[config.mk]
export PLATFORM = sky130hd
export DESIGN_NAME = mem_port_arbiter
export DESIGN_NICKNAME = d
export VERILOG_FILES = /design/src/rtl/mem_port_arbiter_pkg.sv /design/src/rtl/mem_port_arbiter_store_lane_gen.sv /design/src/rtl/mem_port_arbiter.sv
export SDC_FILE = /design/constraint.sdc
export NUM_CORES = 1
export LEC_CHECK = 0
export ABC_AREA = 0
export CORE_ASPECT_RATIO = 0.75
export CORE_MARGIN = 2
export CORE_UTILIZATION = 39
export CTS_CLUSTER_DIAMETER = 100
export DETAILED_ROUTE_END_ITERATION = 10
export HOLD_SLACK_MARGIN = 0.12
export PLACE_DENSITY_LB_ADDON = 0.3
export SYNTH_ARGS = -nofsm -noshare
export SYNTH_HDL_FRONTEND = slang
export SYNTH_SLANG_ARGS = --single-unit
[constraint.sdc]
create_clock -name clk -period 5.32 [get_ports clk]
set_clock_uncertainty 0.1 [all_clocks]
set_input_delay 0.532 -clock clk [delete_from_list [all_inputs] [get_ports clk]]
set_output_delay 0.532 -clock clk [all_outputs]
set_load 0.1 [all_outputs]
[src/rtl/mem_port_arbiter_pkg.sv]
// Shared types for the unified memory port arbiter: FSM encoding, load/store
// size codes and the store lane bundle produced by store_lane_gen.
package mem_port_arbiter_pkg;

    typedef enum logic [1:0] {
        IDLE    = 2'd0,
        BUSY_IF = 2'd1,
        BUSY_D  = 2'd2,
        ERR     = 2'd3
    } arb_state_t;

    localparam logic [2:0] F3_B = 3'b000;
    localparam logic [2:0] F3_H = 3'b001;
    localparam logic [2:0] F3_W = 3'b010;

    typedef struct packed {
        logic [3:0]  be;
        logic [31:0] wdata;
        logic        misalign;
    } lane_t;

endpackage

[src/rtl/mem_port_arbiter_store_lane_gen.sv]
// Maps a data-port access (size, byte offset, right-aligned store data) onto
// memory byte enables and lane-replicated write data; flags illegal accesses.
module store_lane_gen
    import mem_port_arbiter_pkg::*;
(
    input  logic        we,
    input  logic [2:0]  funct3,
    input  logic [1:0]  addr_lo,
    input  logic [31:0] wdata,
    output lane_t       lane
);

    always_comb begin
        lane = '0;
        case (funct3)
            F3_B: begin
                lane.be    = 4'b0001 << addr_lo;
                lane.wdata = {4{wdata[7:0]}};
            end
            F3_H: begin
                lane.misalign = addr_lo[0];
                lane.be       = 4'b0011 << addr_lo;
                lane.wdata    = {2{wdata[15:0]}};
            end
            F3_W: begin
                lane.misalign = |addr_lo;
                lane.be       = 4'b1111;
                lane.wdata    = wdata;
            end
            default: lane.misalign = 1'b1;
        endcase
        // Loads never drive byte enables or write data onto the bus.
        if (!we) begin
            lane.be    = '0;
            lane.wdata = '0;
        end
    end

endmodule

[src/rtl/mem_port_arbiter.sv]
// Arbitrates the single-ported I/D memory between fetch and load/store, with
// fetch anti-starvation, registered memory requests and misalignment rejection.
module mem_port_arbiter
    import mem_port_arbiter_pkg::*;
#(
    parameter int ADDR_W     = 32,
    parameter int MAX_STARVE = 4
) (
    input  logic              clk,
    input  logic              rst,
    input  logic              if_req,
    input  logic [ADDR_W-1:0] if_addr,
    output logic              if_valid,
    output logic [31:0]       if_rdata,
    input  logic              d_req,
    input  logic              d_we,
    input  logic [2:0]        d_funct3,
    input  logic [ADDR_W-1:0] d_addr,
    input  logic [31:0]       d_wdata,
    output logic              d_valid,
    output logic              d_err,
    output logic [31:0]       d_rdata,
    output logic              m_req,
    output logic              m_we,
    output logic [ADDR_W-1:0] m_addr,
    output logic [3:0]        m_be,
    output logic [31:0]       m_wdata,
    input  logic              m_ready,
    input  logic [31:0]       m_rdata
);

    localparam logic [3:0] STARVE_MAX = 4'(MAX_STARVE);

    arb_state_t state, state_nx;
    logic [3:0] starve_cnt;
    lane_t      lane;
    logic       d_win, i_win;
    logic       unused_if_lo;

    assign unused_if_lo = ^if_addr[1:0];

    store_lane_gen u_lane (
        .we      (d_we),
        .funct3  (d_funct3),
        .addr_lo (d_addr[1:0]),
        .wdata   (d_wdata),
        .lane    (lane)
    );

    assign if_rdata = m_rdata;
    assign d_rdata  = m_rdata;

    always_comb begin
        state_nx = state;
        d_win    = 1'b0;
        i_win    = 1'b0;
        if_valid = 1'b0;
        d_valid  = 1'b0;
        d_err    = 1'b0;
        case (state)
            IDLE: begin
                if (d_req && (starve_cnt < STARVE_MAX)) begin
                    d_win    = 1'b1;
                    state_nx = lane.misalign ? ERR : BUSY_D;
                end else if (if_req) begin
                    i_win    = 1'b1;
                    state_nx = BUSY_IF;
                end
            end
            BUSY_IF: if (m_ready) begin
                if_valid = 1'b1;
                state_nx = IDLE;
            end
            BUSY_D: if (m_ready) begin
                d_valid  = 1'b1;
                state_nx = IDLE;
            end
            ERR: begin
                d_valid  = 1'b1;
                d_err    = 1'b1;
                state_nx = IDLE;
            end
            default: state_nx = IDLE;
        endcase
    end

    always_ff @(posedge clk or negedge rst) begin
        if (!rst) begin
            state      <= IDLE;
            starve_cnt <= '0;
            m_req      <= 1'b0;
            m_we       <= 1'b0;
            m_addr     <= '0;
            m_be       <= '0;
            m_wdata    <= '0;
        end else begin
            state <= state_nx;
            // Count data wins only while fetch is actually waiting.
            if (d_win && if_req && (starve_cnt != STARVE_MAX))
                starve_cnt <= starve_cnt + 4'd1;
            else if (i_win)
                starve_cnt <= '0;

            if (d_win && !lane.misalign) begin
                m_req   <= 1'b1;
                m_we    <= d_we;
                m_addr  <= {d_addr[ADDR_W-1:2], 2'b00};
                m_be    <= lane.be;
                m_wdata <= lane.wdata;
            end else if (i_win) begin
                m_req   <= 1'b1;
                m_we    <= 1'b0;
                m_addr  <= {if_addr[ADDR_W-1:2], 2'b00};
                m_be    <= '0;
                m_wdata <= '0;
            end else if (if_valid || d_valid) begin
                m_req   <= 1'b0;
                m_we    <= 1'b0;
                m_addr  <= '0;
                m_be    <= '0;
                m_wdata <= '0;
            end
        end
    end

endmodule
==> results of run 1 <==
-- worst max-delay path by stage --
stage	endpoint	slack, ns	depth (start not counted)
detailed placement	m_addr[13]$_DFFE_PN0P_	1.66	5
global placement	m_addr[26]$_DFFE_PN0P_	1.77	5
finish	m_addr[31]$_DFFE_PN0P_	2.02	5
global route	m_addr[31]$_DFFE_PN0P_	1.80	5
floorplan	d_valid	2.72	2
CTS	m_addr[31]$_DFFE_PN0P_	2.05	5
-- routing by layer --
metal	share of wire [%]	routed length, um
met3	11	1330
met2	47	5880
met5	0	0
met4	0.75	93
met1	41	5120
-- state kept, by name, indices dropped and copies added (netlist names) --
register	count
m_we	1
starve_cnt	4
state	2
m_be	4
m_addr	30
m_req	1
m_wdata	32
-- cells by family (layout without fill, tap and decap cells) --
group	after synthesis	in the layout	synth area share, %
adder cells (fa/ha/maj)	6	6	1.83
flip-flops	74	74	45.2
AND/OR/NAND/NOR	132	132	15.3
AO/OA/AOI/OAI	124	124	20.6
other	1	2	0.0915
buffers and inverters	108	199	16.9
-- critical path, stage by stage --
cell and delay, ns:
clkdlybuf4s50_1 0.74, or3_1 0.54, a211oi_2 0.40, nand2_1 0.75
a31oi_1 0.44
-- stage by stage --
step                      area (um2)  setup slack [ns]  cells  power, mW  utilization, %
after floorplan                 4100              2.72    446       2.37               -
after global placement          5360              1.77    657       2.57            52.3
after detailed placement        5360              1.66    657       2.59            52.3
after CTS                       5650              2.05    673       3.21            55.2
after global routing            5650              1.80    673       3.33            55.2
final                           5650              2.02    673       3.19            55.2
-- area by class of cell --
type                    instances  area [um2]
well taps                     136         170
clock inverters                 7        70.1
fillers                       962        4600
clock buffers                   9         225
repair buffers                176        1750
multi-input cells             264        1560
flip-flops and latches         74        1850
inverters                       7        26.3
-- power groups by stage --
stage          registers [mW]  clock network [mW]  logic, mW
6_report                0.780               0.607       1.80
5_1_grt                 0.799               0.647       1.89
4_1_cts                 0.780               0.616       1.81
3_5_place_dp            0.785                   0       1.81
3_3_place_gp            0.780                   0       1.79
2_1_floorplan            1.62                   0      0.753
-- placed cells by master, fill, tap and decap left out, drive strengths merged, types with 2 or more instances in the layout --
cell type / n
clkinv: 5
nor2: 7
a31oi: 31
o21ai: 17
a21oi: 29
o2bb2ai: 11
ha: 6
a22o: 26
conb: 2
buf: 4
inv: 7
or3: 2
clkdlybuf4s50: 172
clkbuf: 9
nor3: 31
o22ai: 3
nand2: 43
and2: 4
dfrtp: 74
nand3: 32
a21o: 3
nor2b: 11
==> flow_summary.ini, run 1 <==
[yosys]
synth_flop_cell = dfrtp_1
synth_cell_types = 31
syn_avg_cell_area_um2 = 9.21
synth_top_area_cell = dfrtp_1
post_synth_instance_area_um2 = 4100
syn_inst = 445
synthTopCellsByArea = dfrtp_1 (45%), buf_4 (12%), a22o_1 (5.6%)
ys_seq_area_share_pct = 45.2
synth.most_common_cell = dfrtp_1
synth_top_cell_area_share_pct = 45.2
synth_enable_flop_cells = 0
async_reset_ff_share_pct = 100
ys_ff_latch = 74
yosys-top-cells-count = dfrtp_1 (74), buf_4 (66), nand2_1 (43), nand3_1 (32)
synth_warnings = 0

[placement]
gp_congestion = 0.766
dp_hpwl_mm = 8.54
io_buffers = 173

[timing]
fin_tns_setup_ns = 0
max_freq_ghz = 0.303
rsz0062_at_grt = false
maxSlewHeadroom_pct = 23.1
setup_viol = 0
hold_viol = 0
hold_ws_ns = 0.245
period_share_pct = 62.0
finalCriticalPeriod_ns = 3.30
report.final.slew_viol_count = 0
tightestPinTransition_ns = 1.15

[setup_path]
cp-start-kind = primary input
arrival_ns = 3.43
crit_start = d_funct3[0]
r2r_slack_ns = 2.60
endpoint_kind = register
reg2reg_to = m_addr[31]$_DFFE_PN0P_
required_ns = 5.45
critical_path_class = in -> reg
ff2ff_path_depth = 4
critPathMaxFanout = 31
r2r_start = starve_cnt[2]$_DFFE_PN0P_

[detailed_routing]
viasPerCell = 5.45
drt_pass1_iterations = 4
wire_per_inst_um = 18.5
routed_wirelength_mm = 12.4
drtIter0Drc = 246
drc = 0
vias = 3667
antenna_left = 0

[pwr]
p_leak_nw = 2.33
irDropWorstVdd_mv = 0.325
swShare_pct = 52.9
p_int_mw = 1.50
p_per_area_nw_per_um2 = 564
comb_power_share_pct = 56.5
pwr-share-clk_pct = 19.0
power.net_switching_mw = 1.69
seq_power_share_pct = 24.5

[floorplan]
start_util_pct = 40.0
die_h_um = 92.8
coreArea_um2 = 10200
io_pins = 274
die_w_um = 122
die_area_um2 = 11300
num_rows = 32

[final_layout]
drive_gt1_share_pct = 4.47
nets = 675
synthToLayoutAreaGrowth_pct = 38.0
antennaDiodeCount = 0

[clocking]
cts_buffer_depth = 2
postCtsHoldBufs = 0
clockRootBuffer = clkbuf_16
clk_pin_slew_ns = 0.06
htree_num_levels = 3
cts_sinks = 74
cts_buffers = 9
worstSkewPairLatency_ns = 0.33
post_cts_buffers = 0
cts_tree = built
cts_resized = 0

[grt]
top_usage_layer = met2
grtUsageTotal_pct = 22.2
antenna_found_initial = 0
grt_pass1_vias = 3709
use_met3_pct = 9.54
grt_overflow = 0
gr-usage-met2_pct = 36.2
grt_pass1_wl_mm = 19.3
grt_util_met1_pct = 26.9
grt_max_degree = 75

[outcome]
status = finished clean

[run]
cap_violations = 0

[min_path]
hold_path_class = in -> async
(Power assumes the default switching activity.)
==> run 2: changes to the inputs <==
--- a/config.mk
+++ b/config.mk
@@ -8,7 +8,7 @@
 export ABC_AREA = 0
 export CORE_ASPECT_RATIO = 0.75
 export CORE_MARGIN = 2
-export CORE_UTILIZATION = 39
+export CORE_UTILIZATION = 36
 export CTS_CLUSTER_DIAMETER = 100
 export DETAILED_ROUTE_END_ITERATION = 10
 export HOLD_SLACK_MARGIN = 0.12
==> constraint.sdc (replaced) <==
create_clock -name clk -period 3.2 [get_ports clk]
set_clock_uncertainty 0.1 [all_clocks]
set_input_delay 0.32 -clock clk [delete_from_list [all_inputs] [get_ports clk]]
set_output_delay 0.32 -clock clk [all_outputs]
set_load 0.1 [all_outputs]
==> flow_summary.ini, run 2 (synthesis results as in run 1) <==
[outcome]
status = finished clean

[setup_path]
critical_path_class = reg -> reg
cp-start-kind = register
crit_start = state[0]$_DFFE_PN0P_
endpoint_kind = register
critPathMaxFanout = 37
required_ns = 3.37
r2r_start = state[0]$_DFFE_PN0P_
arrival_ns = 2.75

[timing]
hold_viol = 0
rsz0062_at_grt = false
finalCriticalPeriod_ns = 2.58
tightestPinTransition_ns = 1.14
fin_tns_setup_ns = 0
max_freq_ghz = 0.387
setup_viol = 0
hold_ws_ns = 0.378
maxSlewHeadroom_pct = 24.0
period_share_pct = 80.8
report.final.slew_viol_count = 0

[clocking]
cts_buffer_depth = 2
worstSkewPairLatency_ns = 0.33
postCtsHoldBufs = 1
post_cts_buffers = 0
cts_sinks = 74
clk_pin_slew_ns = 0.06
clockRootBuffer = clkbuf_16
cts_tree = built
htree_num_levels = 3
cts_resized = 0
cts_buffers = 9

[floorplan]
die_h_um = 96.4
coreArea_um2 = 11000
start_util_pct = 37.2
num_rows = 33
io_pins = 274
die_w_um = 127
die_area_um2 = 12300

[detailed_routing]
antenna_left = 0
drc = 0
wire_per_inst_um = 18.8
routed_wirelength_mm = 12.8
drt_pass1_iterations = 4
viasPerCell = 5.46
vias = 3730
drtIter0Drc = 194

[final_layout]
final_common_cell = clkdlybuf4s50_1
top_regs = m_wdata x32, m_addr x30
antennaDiodeCount = 0
final_cell_mix = clkdlybuf4s50_1 (156), dfrtp_1 (74), nand2_1 (43)
largest_reg_flops = 32
finalInstanceArea_um2 = 5740
nets = 681
drive_gt1_share_pct = 8.10
synthToLayoutAreaGrowth_pct = 40.0
regMostFlops = m_wdata

[pwr]
p_leak_nw = 2.41
power.net_switching_mw = 2.80
swShare_pct = 51.0
p_total_mw = 5.50
seq_power_share_pct = 23.7
p_int_mw = 2.70
irDropWorstVdd_mv = 0.558
pwr-share-clk_pct = 21.8
p_per_area_nw_per_um2 = 959
comb_power_share_pct = 54.5

[placement]
gp_congestion = 0.802
placed_cell_area_um2 = 5370
dp_hpwl_mm = 8.93
io_buffers = 173

[grt]
grt_pass1_wl_mm = 19.9
grtUsageTotal_pct = 21.0
grt_max_degree = 75
grt_overflow = 0
grt_pass1_vias = 3838
antenna_found_initial = 0

[min_path]
holdCritStartpoint = m_we$_DFFE_PN0P_
hold_path_class = reg -> reg

[run]
cap_violations = 0
-- run 2: final cells by class --
class	instances	area, um2
Inverter	7	26.3
Tap cell	140	175
Sequential cell	74	1850
Clock buffer	12	256
Fill cell	988	5290
Clock inverter	4	97.6
Multi-Input combinational cell	264	1560
Timing Repair Buffer	182	1770
-- run 2: path summary, 6_finish.rpt --
kind / endpoint / slack, ns / cells after the start
worst max-delay path: m_wdata[28]$_DFFE_PN0P_ / 0.62 / 7
max in group asynchronous: m_be[3]$_DFFE_PN0P_ / 1.79 / 2
min in group asynchronous: m_wdata[31]$_DFFE_PN0P_ / 0.59 / 2
worst max register to register: m_wdata[28]$_DFFE_PN0P_ / 0.62 / 7
worst min-delay path: m_we$_DFFE_PN0P_ / 0.38 / 1
worst min register to register: m_we$_DFFE_PN0P_ / 0.38 / 1
-- run 2: metal layers --
layer	routed length [um]	GRT usage, %	vias to the layer above
met3	1460	9.09	27
met5	0	0	-
li1	-	-	1695
met2	5930	33.8	216
met4	223	7.78	0
met1	5220	25.5	1792
-- run 2: worst max-delay path: stages, from the launching register on --
cell and delay, ns:
dfrtp_1 0.40, inv_1 0.08, ha_1 0.33, and2_0 0.30, and2_4 0.32, a2111oi_4 0.34, buf_4 0.42, a22o_1 0.22
-- run 2: power groups by stage --
| stage | Sequential, mW | Combinational, mW | Clock (mW) |
|---|---|---|---|
| 3_3_place_gp | 1.30 | 2.97 | 0 |
| 2_1_floorplan | 2.69 | 1.25 | 0 |
| 3_5_place_dp | 1.31 | 3.01 | 0 |
| 4_1_cts | 1.30 | 3.01 | 1.22 |
| 6_report | 1.30 | 3.00 | 1.20 |
| 5_1_grt | 1.34 | 3.15 | 1.25 |
-- run 2: stage by stage --
stage | utilization (%) | instances | setup WS (ns)
4_1_cts | 52.0 | 683 | 0.620
2_1_floorplan | - | 446 | 0.796
6_report | 52.0 | 683 | 0.616
3_3_place_gp | 48.7 | 666 | 0.499
5_1_grt | 52.0 | 683 | 0.445
3_5_place_dp | 48.7 | 666 | 0.475
